$ cat src/rtl/exe_hazard_ctrl_pkg.sv
// Shared CPU pipeline types: hazard FSM states and
// operand forwarding select codes.
package exe_hazard_ctrl_pkg;

  typedef enum logic {
    IDLE = 1'b0,
    BUSY = 1'b1
  } hz_state_e;

  typedef enum logic [1:0] {
    FWD_RF  = 2'b00,
    FWD_EXE = 2'b01,
    FWD_MEM = 2'b10
  } fwd_sel_e;

endpackage

$ cat src/rtl/exe_hazard_ctrl_fwd_unit.sv
// Operand forwarding select for one source register.
// EXE results win over MEM; loads in EXE are not ready yet.
module fwd_unit
  import exe_hazard_ctrl_pkg::*;
(
  input  logic [4:0] src_i,
  input  logic [4:0] exe_wra_i,
  input  logic       exe_we_i,
  input  logic       exe_load_i,
  input  logic [4:0] mem_wra_i,
  input  logic       mem_we_i,
  output logic [1:0] sel_o
);

  logic exe_hit;
  logic mem_hit;

  assign exe_hit = exe_we_i && !exe_load_i &&
                   (exe_wra_i != 5'd0) &&
                   (src_i == exe_wra_i);
  assign mem_hit = mem_we_i &&
                   (mem_wra_i != 5'd0) &&
                   (src_i == mem_wra_i);

  always_comb begin
    sel_o = FWD_RF;
    if (exe_hit)      sel_o = FWD_EXE;
    else if (mem_hit) sel_o = FWD_MEM;
  end

endmodule

$ cat src/rtl/exe_hazard_ctrl.sv
// EXE-stage hazard control: load-use bubbles, multi-cycle
// ALU hold, operand forwarding and stall statistics.
module exe_hazard_ctrl
  import exe_hazard_ctrl_pkg::*;
#(
  parameter int unsigned MULTI_LAT = 32
) (
  input  logic        clk,
  input  logic        rst,
  input  logic [4:0]  i_id_rs,
  input  logic [4:0]  i_id_rt,
  input  logic        i_id_useRs,
  input  logic        i_id_useRt,
  input  logic        i_id_multi,
  input  logic [4:0]  i_exe_WRA,
  input  logic        i_exe_regWe,
  input  logic        i_exe_isLoad,
  input  logic [4:0]  i_mem_WRA,
  input  logic        i_mem_regWe,
  input  logic        i_kill,
  output logic        o_pc_en,
  output logic        o_id_en,
  output logic        o_exe_en,
  output logic        o_exe_bubble,
  output logic [1:0]  o_fwdA,
  output logic [1:0]  o_fwdB,
  output logic        o_busy,
  output logic [15:0] o_stallCnt
);

  localparam logic [5:0] CNT_INIT = 6'(MULTI_LAT - 1);

  hz_state_e   state_q, state_d;
  logic [5:0]  cnt_q, cnt_d;
  logic [15:0] stall_q, stall_d;
  logic        load_use;

  fwd_unit u_fwd_rs (
    .src_i      (i_id_rs),
    .exe_wra_i  (i_exe_WRA),
    .exe_we_i   (i_exe_regWe),
    .exe_load_i (i_exe_isLoad),
    .mem_wra_i  (i_mem_WRA),
    .mem_we_i   (i_mem_regWe),
    .sel_o      (o_fwdA)
  );

  fwd_unit u_fwd_rt (
    .src_i      (i_id_rt),
    .exe_wra_i  (i_exe_WRA),
    .exe_we_i   (i_exe_regWe),
    .exe_load_i (i_exe_isLoad),
    .mem_wra_i  (i_mem_WRA),
    .mem_we_i   (i_mem_regWe),
    .sel_o      (o_fwdB)
  );

  assign load_use = i_exe_regWe && i_exe_isLoad &&
                    (i_exe_WRA != 5'd0) &&
                    ((i_id_useRs && i_id_rs == i_exe_WRA) ||
                     (i_id_useRt && i_id_rt == i_exe_WRA));

  // A busy multi-cycle op holds everything; load-use waits for IDLE
  always_comb begin
    o_pc_en      = 1'b1;
    o_id_en      = 1'b1;
    o_exe_en     = 1'b1;
    o_exe_bubble = 1'b0;
    if (state_q == BUSY) begin
      o_pc_en  = 1'b0;
      o_id_en  = 1'b0;
      o_exe_en = 1'b0;
    end else if (load_use) begin
      o_pc_en      = 1'b0;
      o_id_en      = 1'b0;
      o_exe_bubble = 1'b1;
    end
  end

  assign o_busy     = (state_q == BUSY);
  assign o_stallCnt = stall_q;

  always_comb begin
    state_d = state_q;
    cnt_d   = cnt_q;
    unique case (state_q)
      IDLE: begin
        if (i_id_multi && o_id_en && !o_exe_bubble) begin
          state_d = BUSY;
          cnt_d   = CNT_INIT;
        end
      end
      BUSY: begin
        if (i_kill || cnt_q == 6'd1) begin
          state_d = IDLE;
          cnt_d   = 6'd0;
        end else begin
          cnt_d = cnt_q - 6'd1;
        end
      end
    endcase
  end

  always_comb begin
    stall_d = stall_q;
    if (!o_pc_en && stall_q != 16'hFFFF)
      stall_d = stall_q + 16'd1;
  end

  always_ff @(posedge clk or posedge rst) begin
    if (rst) begin
      state_q <= IDLE;
      cnt_q   <= 6'd0;
      stall_q <= 16'd0;
    end else begin
      state_q <= state_d;
      cnt_q   <= cnt_d;
      stall_q <= stall_d;
    end
  end

endmodule
$ cat config.mk
export PLATFORM = sky130hd
export DESIGN_NAME = exe_hazard_ctrl
export DESIGN_NICKNAME = d
export VERILOG_FILES = /design/src/rtl/exe_hazard_ctrl_pkg.sv /design/src/rtl/exe_hazard_ctrl_fwd_unit.sv /design/src/rtl/exe_hazard_ctrl.sv
export SDC_FILE = /design/constraint.sdc
export NUM_CORES = 1
export LEC_CHECK = 0
export BUFFER_PORTS_ARGS = -buffer_cell sky130_fd_sc_hd__clkbuf_2
export CAP_MARGIN = 20
export CELL_PAD_IN_SITES_DETAIL_PLACEMENT = 0
export CELL_PAD_IN_SITES_GLOBAL_PLACEMENT = 1
export CORE_UTILIZATION = 36
export CTS_CLUSTER_DIAMETER = 80
export DETAILED_ROUTE_END_ITERATION = 6
export PLACE_DENSITY = 0.81
export SKIP_CTS_REPAIR_TIMING = 1
export SLEW_MARGIN = 20
export SYNTH_ARGS = -nofsm -noshare
export SYNTH_HDL_FRONTEND = slang
export SYNTH_SLANG_ARGS = --single-unit
$ cat constraint.sdc
create_clock -name clk -period 2.1 [get_ports clk]
set_input_delay 0.105 -clock clk [delete_from_list [all_inputs] [get_ports clk]]
set_output_delay 0.105 -clock clk [all_outputs]
set_load 0.01 [all_outputs]
==> metrics.csv, run 1 <==
metric,value,unit
status,"complete, but fails checks",
failing checks,negative hold slack,
required time of the critical path,2.25,ns
placeable core region,3740,um^2
"Clk Latency, worst-skew pair",0.26,ns
Synth area leader,dfrtp_1,
Num CTS Buffers,3,
fin cells,252,
storage element area,576,um^2
DR vias,1212,
main area contributors after synthesis,"dfrtp_1 (40%), xor2_1 (13%), xnor2_1 (8.6%), nand3_1 (4.2%), nand2_1 (3.1%)",
Residual DRC,0,
GR Overflow Total,0,
die area,4240,um^2
# port buffers,53,
initial antenna violation count,0,
Global Route Usage Sum,0.164,
type of origin of the critical path,flop,
Syn Area/Cell,9.55,um^2
Main synth FF type,dfrtp_1,
VDD IR max,0.000462,V
CTS root buf,clkbuf_8,
Synth async-reset ratio,1.00,
Total Wirelength,3.15,mm
Post-Syn Area,1430,um^2
PD cells,822,nW/um^2
most common cell in the netlist,dfrtp_1,
CTS tree,yes,
Unique masters post-synth,32,
largest net degree at the start of global routing,24,
DP HPWL,2.52,mm
Final setup viols,0,
WP data arrival,2.02,ns
Sink Count,23,
Post-synth EDFFs,0,
Die Span X,65.1,um
share of the synthesized area in the top cell type,0.402,
Critical Path Sink Type,flop,
Final period util,0.887,
layout cells sized above 1,0.324,
Synth Instances,150,
Final Hold Vio Count,15,
Slew @ Worst Pin,0.874,ns
Multi-input gate area,790,um^2
DR vias/cell,4.81,
Nets,237,
Syn Nets,182,
final worst path period need,1.86,ns
RSZ-0062 raised after global routing,no,
Fin Hold WS,-0.00456,ns
diode count,0,
setup TNS,0,ns
placed insts,248,
fin. max-slew vios,0,
DR WL/cell,12.5,um
Max Cap Violations,0,
Max H-tree Level,1,
initial core utilization,0.383,
Iteration-0 DRC Markers,47,
worst setup path category,flop to flop,
Hold WC Path Type,primary input to async pin,
Worst-path clk slew,0.09,ns
GP Congestion,0.806,
synth warn,0,
Max Clk Rate,537,MHz
FILL cells,394,
Syn-to-layout area delta,24.8,%
Post-Route Skew,0.00539,ns
register area share after synthesis,0.402,
first-pass GRT wire length,5.29,mm
vias in the first global route,1172,
die height,65.1,um
drt first pass iters,4,
most frequent cells after synthesis,"dfrtp_1 (23), xor2_1 (21), xnor2_1 (14), nand2_1 (12), nand3_1 (12)",
Leak,0.858,nW
FP Rows,22,
CP Max Fanout,12,
max_slew headroom,0.416,
clock buffer depth,2,
num ports,54,
#FFs+latches synth,23,
ANT nets after route,0,
==> layout by cell type, fill, tap and decap left out, drive strengths merged, types with 6 or more instances in the layout <==
| cell type | instances |
|---|---|
| xnor2 | 14 |
| and3 | 6 |
| xor2 | 21 |
| nand2 | 12 |
| nand3 | 12 |
| nor3 | 6 |
| inv | 7 |
| clkbuf | 56 |
| nor2 | 7 |
| dfrtp | 23 |
| o21ai | 6 |
==> final timing paths <==
kind / startpoint / end / slack (ns) / depth (start not counted)
worst max register to register: o_stallCnt[6] / o_stallCnt[6] / 0.24 / 8
min in group clk: i_id_multi / o_busy / 0.21 / 3
worst min-delay path: rst / o_stallCnt[14] / -0.005 / 2
worst max-delay path: o_stallCnt[6] / o_stallCnt[6] / 0.24 / 8
max in group asynchronous: rst / cnt_q[5] / 1.57 / 2
worst min register to register: o_stallCnt[14] / o_stallCnt[14] / 0.49 / 1
==> cell families after synthesis <==
logic type / share of synthesized area
compound gates: 0.0804
xor+xnor: 0.214
fa+ha+maj: 0.0262
buf+inv: 0.0472
flops: 0.402
mux: 0.00786
simple gates: 0.223
==> power by group <==
part	total [mW]	switching [mW]	leakage, nW	internal [mW]
logic	0.505	0.269	0.542	0.236
clock network	0.279	0.145	0.0217	0.134
registers	0.685	0.130	0.295	0.555
==> flip-flops by register name (all words and copies together), names as in the netlist <==
| signal | cells |
|---|---|
| o_stallCnt | 16 |
| o_busy | 1 |
| cnt_q | 6 |
==> per-stage QoR <==
step / worst slack, ns / hold WS (ns) / area [um^2] / utilization / power (mW)
2_1_floorplan: 0.310 / 0.107 / 1430 / - / 0.996
3_3_place_gp: 0.122 / 0.313 / 1740 / 0.465 / 1.19
3_5_place_dp: 0.132 / 0.333 / 1740 / 0.465 / 1.21
4_1_cts: 0.220 / 0.0388 / 1790 / 0.478 / 1.49
5_1_grt: 0.0423 / 0.0891 / 1790 / 0.478 / 1.58
6_report: 0.237 / -0.00456 / 1790 / 0.478 / 1.47
==> critical path, stage by stage, from the launching register on <==
cell	delay, ns
dfrtp_1	0.43
and4_1	0.23
and3_1	0.22
nand2_1	0.09
nor2_1	0.09
a21oi_4	0.20
buf_4	0.22
nand4_1	0.13
xnor2_1	0.15
==> per-layer routing <==
metal  up-vias  global-route usage  part of all wire
met4         0              0.0408            0.0073
met1       559               0.208              0.47
met3         2              0.0335             0.036
met2        25               0.283              0.49
li1        626                   -                 -
met5         -                   0                 0
==> cell type report <==
class,count,share of cell area
Inverter,7,0.0147
Clock inverter,1,0.00420
Multi-Input combinational cell,114,0.442
Sequential cell,23,0.322
Timing Repair Buffer,56,0.161
Clock buffer,3,0.0231
Tap cell,48,0.0336
(Power assumes the default switching activity.)
==> run 2: changes to the inputs <==
- CTS_CLUSTER_DIAMETER: 80 -> not set
- GPL_TIMING_DRIVEN: not set -> 0
==> run 2 against run 1 <==
Effect of this change: cell count increased by 1.6%; first-iteration DRC count down 38%; critical path depth unchanged; final area grew 1.3%; global-route usage up 0.52 points; sequential power about the same; setup slack worse by 0.075 ns; non-clock buffer count grew 4; register-to-register slack lost 0.08 ns; clock-buffer cell count unchanged; die area did not move; the flow still finishes with violations (negative hold slack); worst hold slack worse by 0.0040 ns.
==> metrics.csv, run 2 (synthesis results as in run 1) <==
metric,value,unit
Max Clk Rate,516,MHz
num ports,54,
Nets,241,
largest net degree at the start of global routing,24,
"Clk Latency, worst-skew pair",0.26,ns
Die Span X,65.1,um
max FFs per register,16,
Total Wirelength,3.13,mm
critical path's slowest cell,dfrtp_1,
vias in the first global route,1218,
DP HPWL,2.51,mm
type of origin of the critical path,flop,
setup TNS,0,ns
slowest cell delay on critical path,0.43,ns
Num CTS Buffers,3,
Final Hold Vio Count,15,
CTS root buf,clkbuf_8,
Post-Route Skew,0.00677,ns
Leak,0.876,nW
CP Max Fanout,7,
CTS tree,yes,
Fin Hold WS,-0.00860,ns
crit path cell chain,ha_1 > and3_1 > clkbuf_1 > nand3_1 > nor2_1 > a21oi_4 > buf_4 > mux2_2,
fin. max-slew vios,0,
Syn-to-layout area delta,26.5,%
"most common cell after layout, fill and taps aside",clkbuf_2,
most frequent cells in the layout,"clkbuf_2 (53), dfrtp_1 (23), xor2_1 (21), xnor2_1 (14)",
worst setup path category,flop to flop,
Final period util,0.923,
Global Route Usage Sum,0.169,
RSZ-0062 raised after global routing,no,
WP data arrival,2.09,ns
Critical Path Sink Type,flop,
Max H-tree Level,1,
required time of the critical path,2.25,ns
GR Overflow Total,0,
placeable core region,3740,um^2
drt first pass iters,4,
initial antenna violation count,0,
Residual DRC,0,
PD cells,810,nW/um^2
DR vias/cell,4.87,
Max Cap Violations,0,
die height,65.1,um
DR vias,1247,
Hold WC Path Type,primary input to async pin,
VDD IR max,0.000454,V
Final setup viols,0,
Slew @ Worst Pin,0.872,ns
max_slew headroom,0.418,
FP Rows,22,
Pwr Total,1.47,mW
DR WL/cell,12.2,um
layout cells sized above 1,0.327,
Iteration-0 DRC Markers,29,
die area,4240,um^2
GP Congestion,0.904,
# port buffers,53,
initial core utilization,0.383,
Sink Count,23,
ANT nets after route,0,
status,"complete, but fails checks",
Worst-path clk slew,0.09,ns
first-pass GRT wire length,5.46,mm
final worst path period need,1.94,ns
failing checks,negative hold slack,
clock buffer depth,2,
diode count,0,
==> run 2: cell count changes in the layout (fill, tap and decap cells not counted), sizes merged <==
cell      change
clkinvlp      -1
buf           +2
clkbuf        +2
clkinv        +1
==> run 2: critical path: cells and delay by family (launching register included) <==
kind,cells,cell delay [ns]
multiplexers,1,0.33
adder cells (fa/ha/maj),1,0.23
AO/OA/AOI/OAI,1,0.15
buffers and inverters,2,0.35
AND/OR/NAND/NOR,3,0.36
flip-flops,1,0.43
==> run 2: through the flow <==
stage	cell area [um^2]	hold slack, ns	utilization	worst slack, ns	std cells
after global routing	1810	0.0719	0.484	0.0261	256
after CTS	1800	0.0255	0.482	0.120	255
after global placement	1760	0.321	0.470	0.107	251
after detailed placement	1760	0.314	0.470	0.124	251
after floorplan	1430	0.107	-	0.310	150
final	1810	-0.00860	0.484	0.162	256
==> run 2: cell type report <==
class / instances / area, um^2
inverters: 7 / 26.3
repair buffers: 54 / 273
multi-input cells: 114 / 790
well taps: 48 / 60.1
flip-flops and latches: 23 / 576
fillers: 401 / 1930
plain buffers: 6 / 41.3
clock inverters: 1 / 5.00
clock buffers: 3 / 41.3
==> run 2: metal layers <==
metal  track usage  routed length (um)  up-vias
li1              -                   -      639
met1         0.222                1480      579
met2         0.277                1510       25
met3        0.0211                  92        4
met4        0.0734                  38        0
met5             0                   0        -
==> run 2: final timing paths <==
check / to / slack, ns / depth (start not counted) / from
setup / recovery: o_stallCnt[1] / 0.16 / 8 / o_stallCnt[0]
hold / removal: cnt_q[5] / -0.009 / 2 / rst
setup reg to reg: o_stallCnt[1] / 0.16 / 8 / o_stallCnt[0]
hold reg to reg: o_stallCnt[9] / 0.50 / 1 / o_stallCnt[9]
max in group asynchronous: o_stallCnt[3] / 1.57 / 2 / rst
min in group clk: cnt_q[2] / 0.20 / 3 / i_id_multi
==> run 2: where the power goes <==
part | switching [mW] | total [mW] | internal (mW) | leakage (nW)
Sequential | 0.130 | 0.685 | 0.555 | 0.295
Clock | 0.144 | 0.276 | 0.132 | 0.0255
Combinational | 0.266 | 0.506 | 0.240 | 0.556
Total | 0.539 | 1.47 | 0.927 | 0.876
==> run 3: changes to the inputs <==
- ABC_CLOCK_PERIOD_IN_PS: not set -> 1580
- CORE_UTILIZATION: 36 -> 32
- CTS_CLUSTER_SIZE: not set -> 12
- PLACE_DENSITY: 0.81 -> 0.77
- clock period: 2.1 -> 1.58 ns (I/O delays scaled with it)
==> run 3 against run 2 <==
Effect of this change: the run ends with negative hold slack, negative setup slack left; clock-buffer cell count unchanged; cell count up 7.0%; via count is 7.6% higher; critical path type unchanged; critical endpoint unchanged; largest cell class unchanged; largest power group is now combinational logic.
==> metrics.csv, run 3 (synthesis results as in run 1) <==
metric,value,unit
clock buffer depth,2,
worst reg-to-reg setup slack,-0.08,ns
PD cells,1090,nW/um^2
first-pass GRT wire length,5.06,mm
"most common cell after layout, fill and taps aside",clkbuf_2,
Total Wirelength,3.69,mm
CTS root buf,clkbuf_8,
CTS tree,yes,
Leak,0.983,nW
slowest cell delay on critical path,0.43,ns
RSZ-0062 raised after global routing,yes,
drt first pass iters,3,
critical path's slowest cell,dfrtp_1,
Fin Hold WS,-0.0359,ns
FILL cells,389,
type of origin of the critical path,flop,
placeable core region,4140,um^2
# port buffers,53,
Global Route Usage Sum,0.144,
initial antenna violation count,0,
ANT nets after route,0,
DR WL/cell,13.4,um
Sink Count,23,
DP HPWL,2.52,mm
Final setup viols,14,
crit path cell chain,and4_4 > and3_4 > nand2_2 > nor2_4 > a21oi_4 > buf_12 > mux2_4,
final worst path period need,1.66,ns
fin. max-slew vios,0,
Final period util,1.05,
DR vias,1342,
required time of the critical path,1.73,ns
die height,68.9,um
num ports,54,
design area,2130,um^2
DR vias/cell,4.90,
diode count,0,
vias in the first global route,1145,
fin util,0.514,
Die Span X,68.9,um
Final Worst Setup Slack,-0.0765,ns
Hold WC Path Type,primary input to async pin,
layout cells sized above 1,0.522,
FP Rows,23,
max FFs per register,16,
Slew @ Worst Pin,0.861,ns
Final Hold Vio Count,23,
Worst-path clk slew,0.08,ns
Residual DRC,0,
largest net degree at the start of global routing,24,
Nets,257,
VDD IR max,0.000593,V
"Clk Latency, worst-skew pair",0.26,ns
Placed Instance Area,1850,um^2
status,"complete, but fails checks",
GP Congestion,0.711,
Critical Path Sink Type,flop,
WP data arrival,1.81,ns
Max H-tree Level,1,
die area,4750,um^2
Max Clk Rate,604,MHz
Max Cap Violations,0,
Num CTS Buffers,3,
most frequent cells in the layout,"clkbuf_2 (48), buf_4 (22), xor2_1 (21), dfrtp_1 (17), xnor2_1 (14)",
Iteration-0 DRC Markers,23,
failing checks,"negative hold slack, negative setup slack",
Syn-to-layout area delta,48.6,%
CP Max Fanout,6,
Post-Route Skew,0.00226,ns
initial core utilization,0.346,
max_slew headroom,0.425,
GR Overflow Total,0,
worst setup path category,flop to flop,
==> run 3: worst max-delay path: cells and delay by family, from the launching register on <==
| kind | cells | cell delay (ns) |
|---|---|---|
| multiplexers | 1 | 0.29 |
| flip-flops | 1 | 0.43 |
| buffers and inverters | 1 | 0.14 |
| AO/OA/AOI/OAI | 1 | 0.05 |
| AND/OR/NAND/NOR | 4 | 0.65 |
==> run 3: final cells by class <==
| class | instances | area [um^2] | area share |
|---|---|---|---|
| Tap cell | 50 | 62.6 | 0.0294 |
| Buffer | 4 | 41.3 | 0.0194 |
| Inverter | 7 | 26.3 | 0.0123 |
| Clock inverter | 1 | 5.00 | 0.00235 |
| Timing Repair Buffer | 72 | 432 | 0.203 |
| Clock buffer | 3 | 41.3 | 0.0194 |
| Multi-Input combinational cell | 114 | 937 | 0.440 |
| Sequential cell | 23 | 583 | 0.274 |
==> run 3: final timing paths <==
| check | from | end | cells after the start |
|---|---|---|---|
| max in group asynchronous | rst | cnt_q[2] | 2 |
| max reg2reg | o_stallCnt[5] | o_stallCnt[1] | 7 |
| max | o_stallCnt[5] | o_stallCnt[1] | 7 |
| min reg2reg | o_stallCnt[14] | o_stallCnt[14] | 1 |
| min | rst | o_stallCnt[3] | 2 |
| min in group clk | i_id_multi | cnt_q[3] | 3 |
==> run 3: metrics by stage <==
stage	power (mW)	cells	setup slack (ns)	TNS (ns)	hold WS, ns
detailed placement	1.68	253	-0.340	-6.13	0.293
CTS	2.05	257	-0.264	-3.81	0.00135
global placement	1.67	253	-0.339	-6.11	0.297
floorplan	1.41	150	-0.128	-1.17	0.0806
global route	2.48	274	-0.128	-1.41	0.0538
finish	2.32	274	-0.0765	-0.516	-0.0359
==> run 3: per-layer routing <==
metal	track usage	share of wire
met4	0.0459	0.0079
met1	0.178	0.43
met5	0	0
met3	0.0247	0.070
met2	0.252	0.49
==> run 3: report_power, final <==
group / internal (mW) / leakage, nW / switching, mW / total (mW)
combinational: 0.552 / 0.669 / 0.465 / 1.02
sequential: 0.748 / 0.288 / 0.192 / 0.940
clock: 0.176 / 0.0255 / 0.187 / 0.363
total: 1.48 / 0.983 / 0.844 / 2.32
